==> config.mk <==
export PLATFORM = sky130hd
export DESIGN_NAME = operand_stage
export DESIGN_NICKNAME = d
export VERILOG_FILES = /design/src/rtl/operand_stage.sv
export SDC_FILE = /design/constraint.sdc
export NUM_CORES = 2
export LEC_CHECK = 0
export CELL_PAD_IN_SITES_DETAIL_PLACEMENT = 0
export CELL_PAD_IN_SITES_GLOBAL_PLACEMENT = 1
export CORE_MARGIN = 1
export CORE_UTILIZATION = 57
export CTS_CLUSTER_SIZE = 24
export DETAILED_ROUTE_END_ITERATION = 16
export PLACE_DENSITY_LB_ADDON = 0.3
export SETUP_SLACK_MARGIN = 0.1
export SLEW_MARGIN = 20
export SYNTH_ARGS = -nofsm -noshare
export SYNTH_HDL_FRONTEND = slang
export SYNTH_SLANG_ARGS = --single-unit
export TNS_END_PERCENT = 1
==> constraint.sdc <==
create_clock -name clk -period 5.9 [get_ports clk]
set_input_delay 1.18 -clock clk [delete_from_list [all_inputs] [get_ports clk]]
set_output_delay 1.18 -clock clk [all_outputs]
set_load 0.1 [all_outputs]
==> src/rtl/operand_stage.sv <==
// Operand fetch/decode stage for a small RV32I subset: register file, pending-result
// scoreboard, hazard stall and a one-deep registered operand bundle for the ALU stage.
module operand_stage (
    input  logic        clk,
    input  logic        rst,
    input  logic        instr_valid,
    input  logic [31:0] instr,
    output logic        instr_ready,
    output logic        ex_valid,
    input  logic        ex_ready,
    output logic [31:0] op1,
    output logic [31:0] op2,
    output logic [1:0]  alu_sel,
    output logic [4:0]  rd,
    input  logic        wb_en,
    input  logic [4:0]  wb_rd,
    input  logic [31:0] wb_data,
    output logic        illegal_instr
);

    localparam logic [6:0] OPC_R = 7'b0110011;
    localparam logic [6:0] OPC_I = 7'b0010011;

    logic [31:0] rf_q [32];
    logic [31:0] pending_q, pending_d;
    logic        ex_valid_q, ex_valid_d;
    logic [31:0] op1_q, op1_d;
    logic [31:0] op2_q, op2_d;
    logic [1:0]  alu_sel_q, alu_sel_d;
    logic [4:0]  rd_q, rd_d;
    logic        illegal_q, illegal_d;

    logic [6:0]  opcode;
    logic [2:0]  funct3;
    logic [6:0]  funct7;
    logic [4:0]  rs1_f, rs2_f, rd_f;
    logic        dec_legal, dec_is_r;
    logic [1:0]  dec_sel;
    logic [31:0] dec_imm;
    logic [31:0] rs1_val, rs2_val;
    logic [31:0] clr_vec, eff_pend;
    logic        hazard, accept;

    assign opcode = instr[6:0];
    assign rd_f   = instr[11:7];
    assign funct3 = instr[14:12];
    assign rs1_f  = instr[19:15];
    assign rs2_f  = instr[24:20];
    assign funct7 = instr[31:25];

    always_comb begin
        dec_legal = 1'b0;
        dec_is_r  = 1'b0;
        dec_sel   = 2'b00;
        dec_imm   = {{20{instr[31]}}, instr[31:20]};
        if (opcode == OPC_R) begin
            dec_is_r = 1'b1;
            case ({funct7, funct3})
                10'b0000000_000: begin dec_legal = 1'b1; dec_sel = 2'b00; end
                10'b0100000_000: begin dec_legal = 1'b1; dec_sel = 2'b01; end
                10'b0000000_110: begin dec_legal = 1'b1; dec_sel = 2'b10; end
                10'b0000000_111: begin dec_legal = 1'b1; dec_sel = 2'b11; end
                default:         dec_legal = 1'b0;
            endcase
        end else if (opcode == OPC_I) begin
            case (funct3)
                3'b000:  begin dec_legal = 1'b1; dec_sel = 2'b00; end
                3'b110:  begin dec_legal = 1'b1; dec_sel = 2'b10; end
                3'b111:  begin dec_legal = 1'b1; dec_sel = 2'b11; end
                default: dec_legal = 1'b0;
            endcase
        end
    end

    // Same-cycle writeback is forwarded so a stalled consumer issues on the wb cycle.
    always_comb begin
        if (rs1_f == 5'd0)
            rs1_val = 32'd0;
        else if (wb_en && wb_rd == rs1_f)
            rs1_val = wb_data;
        else
            rs1_val = rf_q[rs1_f];
        if (rs2_f == 5'd0)
            rs2_val = 32'd0;
        else if (wb_en && wb_rd == rs2_f)
            rs2_val = wb_data;
        else
            rs2_val = rf_q[rs2_f];
    end

    assign clr_vec  = wb_en ? (32'd1 << wb_rd) : 32'd0;
    assign eff_pend = pending_q & ~clr_vec;

    assign hazard = dec_legal &&
                    (eff_pend[rs1_f] ||
                     (dec_is_r && eff_pend[rs2_f]) ||
                     ((rd_f != 5'd0) && eff_pend[rd_f]));

    assign instr_ready = !rst && (!ex_valid_q || ex_ready) && !hazard;
    assign accept      = instr_valid && instr_ready;

    always_comb begin
        pending_d  = pending_q & ~clr_vec;
        ex_valid_d = ex_valid_q;
        op1_d      = op1_q;
        op2_d      = op2_q;
        alu_sel_d  = alu_sel_q;
        rd_d       = rd_q;
        illegal_d  = accept && !dec_legal;
        if (accept && dec_legal) begin
            ex_valid_d = 1'b1;
            op1_d      = rs1_val;
            op2_d      = dec_is_r ? rs2_val : dec_imm;
            alu_sel_d  = dec_sel;
            rd_d       = rd_f;
            if (rd_f != 5'd0)
                pending_d[rd_f] = 1'b1;
        end else if (ex_ready) begin
            ex_valid_d = 1'b0;
        end
    end

    always_ff @(posedge clk) begin
        if (rst) begin
            for (int i = 0; i < 32; i++)
                rf_q[i] <= 32'd0;
            pending_q  <= 32'd0;
            ex_valid_q <= 1'b0;
            op1_q      <= 32'd0;
            op2_q      <= 32'd0;
            alu_sel_q  <= 2'b00;
            rd_q       <= 5'd0;
            illegal_q  <= 1'b0;
        end else begin
            if (wb_en && wb_rd != 5'd0)
                rf_q[wb_rd] <= wb_data;
            pending_q  <= pending_d;
            ex_valid_q <= ex_valid_d;
            op1_q      <= op1_d;
            op2_q      <= op2_d;
            alu_sel_q  <= alu_sel_d;
            rd_q       <= rd_d;
            illegal_q  <= illegal_d;
        end
    end

    assign ex_valid      = ex_valid_q;
    assign op1           = op1_q;
    assign op2           = op2_q;
    assign alu_sel       = alu_sel_q;
    assign rd            = rd_q;
    assign illegal_instr = illegal_q;

endmodule

==> summary.txt <==
STA
  – Setup tns final: 0 ps
  – Clock skew: 33.9 ps
  – WHS: 477 ps
  – Final hold vios: 0
  – Setup Viol. Count Final: 0
  – Relative slew slack: 0.224
  – Period utilisation layout: 0.948
  – RSZ-0062 raised after global routing: false
  – Tightest Pin Transition: 1160 ps
  – Final min period: 5600 ps
  – Max-slew violation count: 0
  – Peak Freq: 179 MHz

Synthesis
  – Synth top area share: 0.502
  – Mux cell area share after synthesis: 0.204
  – Number of synthesized flops with an enable pin: 1024
  – Synth Area in Compound Gates: 0.0790
  – XOR/XNOR Fraction of Synth Area: 0.00170
  – Synth Area in Adders: 0
  – Synth Area in Simple Gates: 0.144
  – Post-synth top flop: edfxtp_1
  – Synth warn: 0
  – Sequential fraction of the synthesis area: 0.537
  – Syn Area/Cell: 13.3 um2
  – Area of the mapped netlist: 61200 um2
  – Count of cell types in the netlist: 73
  – Area leader, netlist: edfxtp_1
  – Top post-synthesis cells by area: edfxtp_1, mux4_2, and2_1, mux2i_1, dfxtp_1
  – Yosys reg bits: 1129
  – Main combinational cell family by area after synthesis: multiplexers
  – Ys async rst share: 0
  – Cell count after synthesis: 4606

Min path
  – Min-Delay Startpoint: alu_sel[1]$_SDFFE_PP0P_
  – Hold WC Path Type: flip-flop to flip-flop

Place
  – HPWL after DPL: 122000 um
  – # port buffers: 147
  – GPL Wtd Cong: 0.923

Pwr
  – Leakage: 24.3 nW
  – Peak supply drop: 276 uV
  – P per Cell Area: 287 nW/um2

Global route
  – Largest net degree at the start of global routing: 175
  – Grt ovf: 0
  – Vias in the first global route: 41900
  – Initial antenna violation count: 13
  – First-pass GRT wire length: 301000 um
  – GRT Total Usage: 0.394

Setup path
  – CP Cell Sequence: clkdlybuf4s50_1 -> buf_4 -> or2b_2 -> buf_4 -> o21ai_1 -> mux4_2 -> mux2_2 -> nand3b_1 -> a21oi_2 -> a21oi_1 -> nor2b_1 -> buf_12
  – Crit Path Class: input pin to output port
  – R2R Path Start: pending_q[7]$_SDFF_PP0_
  – Worst Setup SP: wb_rd[1]
  – Crit end category: output port
  – Slowest CP cell: clkdlybuf4s50_1
  – Worst path most repeated cell: buf_4
  – CP Data Required Time: 4720 ps
  – CP max stage delay: 730 ps
  – Worst-path fanout max: 10
  – CP startpoint kind: input pin
  – WP data arrival: 4420 ps

Clock tree
  – TritonCTS Buffers: 130
  – CTS Buffer Depth: 3
  – H-Tree Depth: 4
  – CTS clock-pin slew for the worst setup and hold paths: 60 ps
  – Resized Gates After CTS: 0
  – Post CTS Setup Buffer Count: 0
  – Worst-Skew Late Latency: 750 ps
  – CTS tree: yes
  – Clk sink count: 1129
  – Root Buffer: clkbuf_16
  – Hold_buf cts: 0

Routing
  – Vias post-DR: 43200
  – DR WL/cell: 35.1 um
  – Residual DRC: 0
  – WL final: 214000 um
  – Drt pass-1 iters: 9
  – Post-DRT Antenna Nets: 0
  – 1st-iter DRT viols: 6321
  – Vias per Instance: 7.06

Floorplan
  – Die width: 330 um
  – Num rows: 119
  – Core Region: 106000 um2
  – Die Span Y: 330 um
  – Die ar.: 109000 um2
  – Starting density of the core: 0.578
  – Number of I/O pins: 148

Status
  – Status: finished clean

Layout
  – Nets: 4690
  – Area delta synth->final: 12.3%
  – Layout cells sized above 1: 0.180

Flow run
  – Max-cap violations: 0
==> synth_stat cells, types with 44 or more instances <==
cell type	instances
a21oi_1	55
a221oi_1	201
a22oi_1	98
and2_1	994
buf_2	64
clkbuf_1	357
dfxtp_1	105
edfxtp_1	1024
mux2i_1	450
mux4_2	332
nand2_1	94
nand2b_1	46
nand3_1	124
nor2_1	54
nor2b_1	44
o21ai_0	117
==> cells in the final DEF (no fill, tap or decap), drive strengths merged, types with 124 or more instances in the layout <==
| master | netlist | final |
|---|---|---|
| mux4 | 332 | 332 |
| mux2i | 450 | 450 |
| buf | 128 | 207 |
| clkdlybuf4s50 | 0 | 124 |
| and2 | 994 | 994 |
| edfxtp | 1024 | 1024 |
| clkbuf | 357 | 170 |
| o21ai | 138 | 138 |
| a221oi | 202 | 202 |
| nand3 | 124 | 124 |
==> worst max-delay path, delay by kind of cell <==
family                 cells  cell delay (ps)
AO/OA/AOI/OAI              3              630
buffers and inverters      4             1370
multiplexers               2              450
AND/OR/NAND/NOR            3              770
==> logic make-up (layout without fill, tap and decap cells) <==
family / count (synthesis) / count (layout)
simple gates: 1486 / 1486
buf+inv: 500 / 583
mux: 822 / 822
flops: 1129 / 1129
compound gates: 657 / 657
xor+xnor: 11 / 11
other cells: 1 / 35
==> path summary, 6_finish.rpt <==
path / end / slack (ps) / depth (start not counted)
max reg2reg: op1[13]$_SDFFE_PP0P_ / 2450 / 9
min: alu_sel[1]$_SDFFE_PP0P_ / 480 / 2
min reg2reg: alu_sel[1]$_SDFFE_PP0P_ / 480 / 2
max: instr_ready / 300 / 12
==> metal layers <==
metal / vias to the layer above / part of all wire / track usage
met5: - / 0.00035 / 0
met4: 12 / 0.061 / 0.221
met3: 637 / 0.12 / 0.0870
met2: 3188 / 0.45 / 0.599
met1: 21600 / 0.37 / 0.528
li1: 17700 / - / -
==> registers in the layout (all words and copies together) (netlist names) <==
register       flops
op1               32
alu_sel            2
rd                 5
ex_valid           1
rf_q            1024
pending_q         32
op2               32
illegal_instr      1
==> through the flow <==
stage	cells	power, mW	cell area (um2)	setup slack, ps	util
floorplan	4637	10.8	61300	417	-
global placement	5875	11.7	64600	304	0.610
detailed placement	5875	11.7	64500	282	0.610
CTS	6111	19.7	68800	385	0.650
global route	6112	20.1	68700	221	0.649
finish	6114	19.7	68700	305	0.649
==> area by class of cell <==
type,instances,area [um2]
fill,7751,37100
sequential,1129,32900
multi-input combinational,3008,26700
clock buffer,169,3530
timing repair buffer,332,3180
tap,1391,1740
clock inverter,67,708
inverter,15,60.1
antenna,3,7.51
==> power breakdown <==
| group | switching [mW] | internal [mW] |
|---|---|---|
| clock | 3.35 | 4.76 |
| combinational | 1.43 | 0.868 |
| sequential | 0.197 | 9.12 |
| total | 4.97 | 14.7 |
Note: power is estimated with default switching activity, not from simulation.
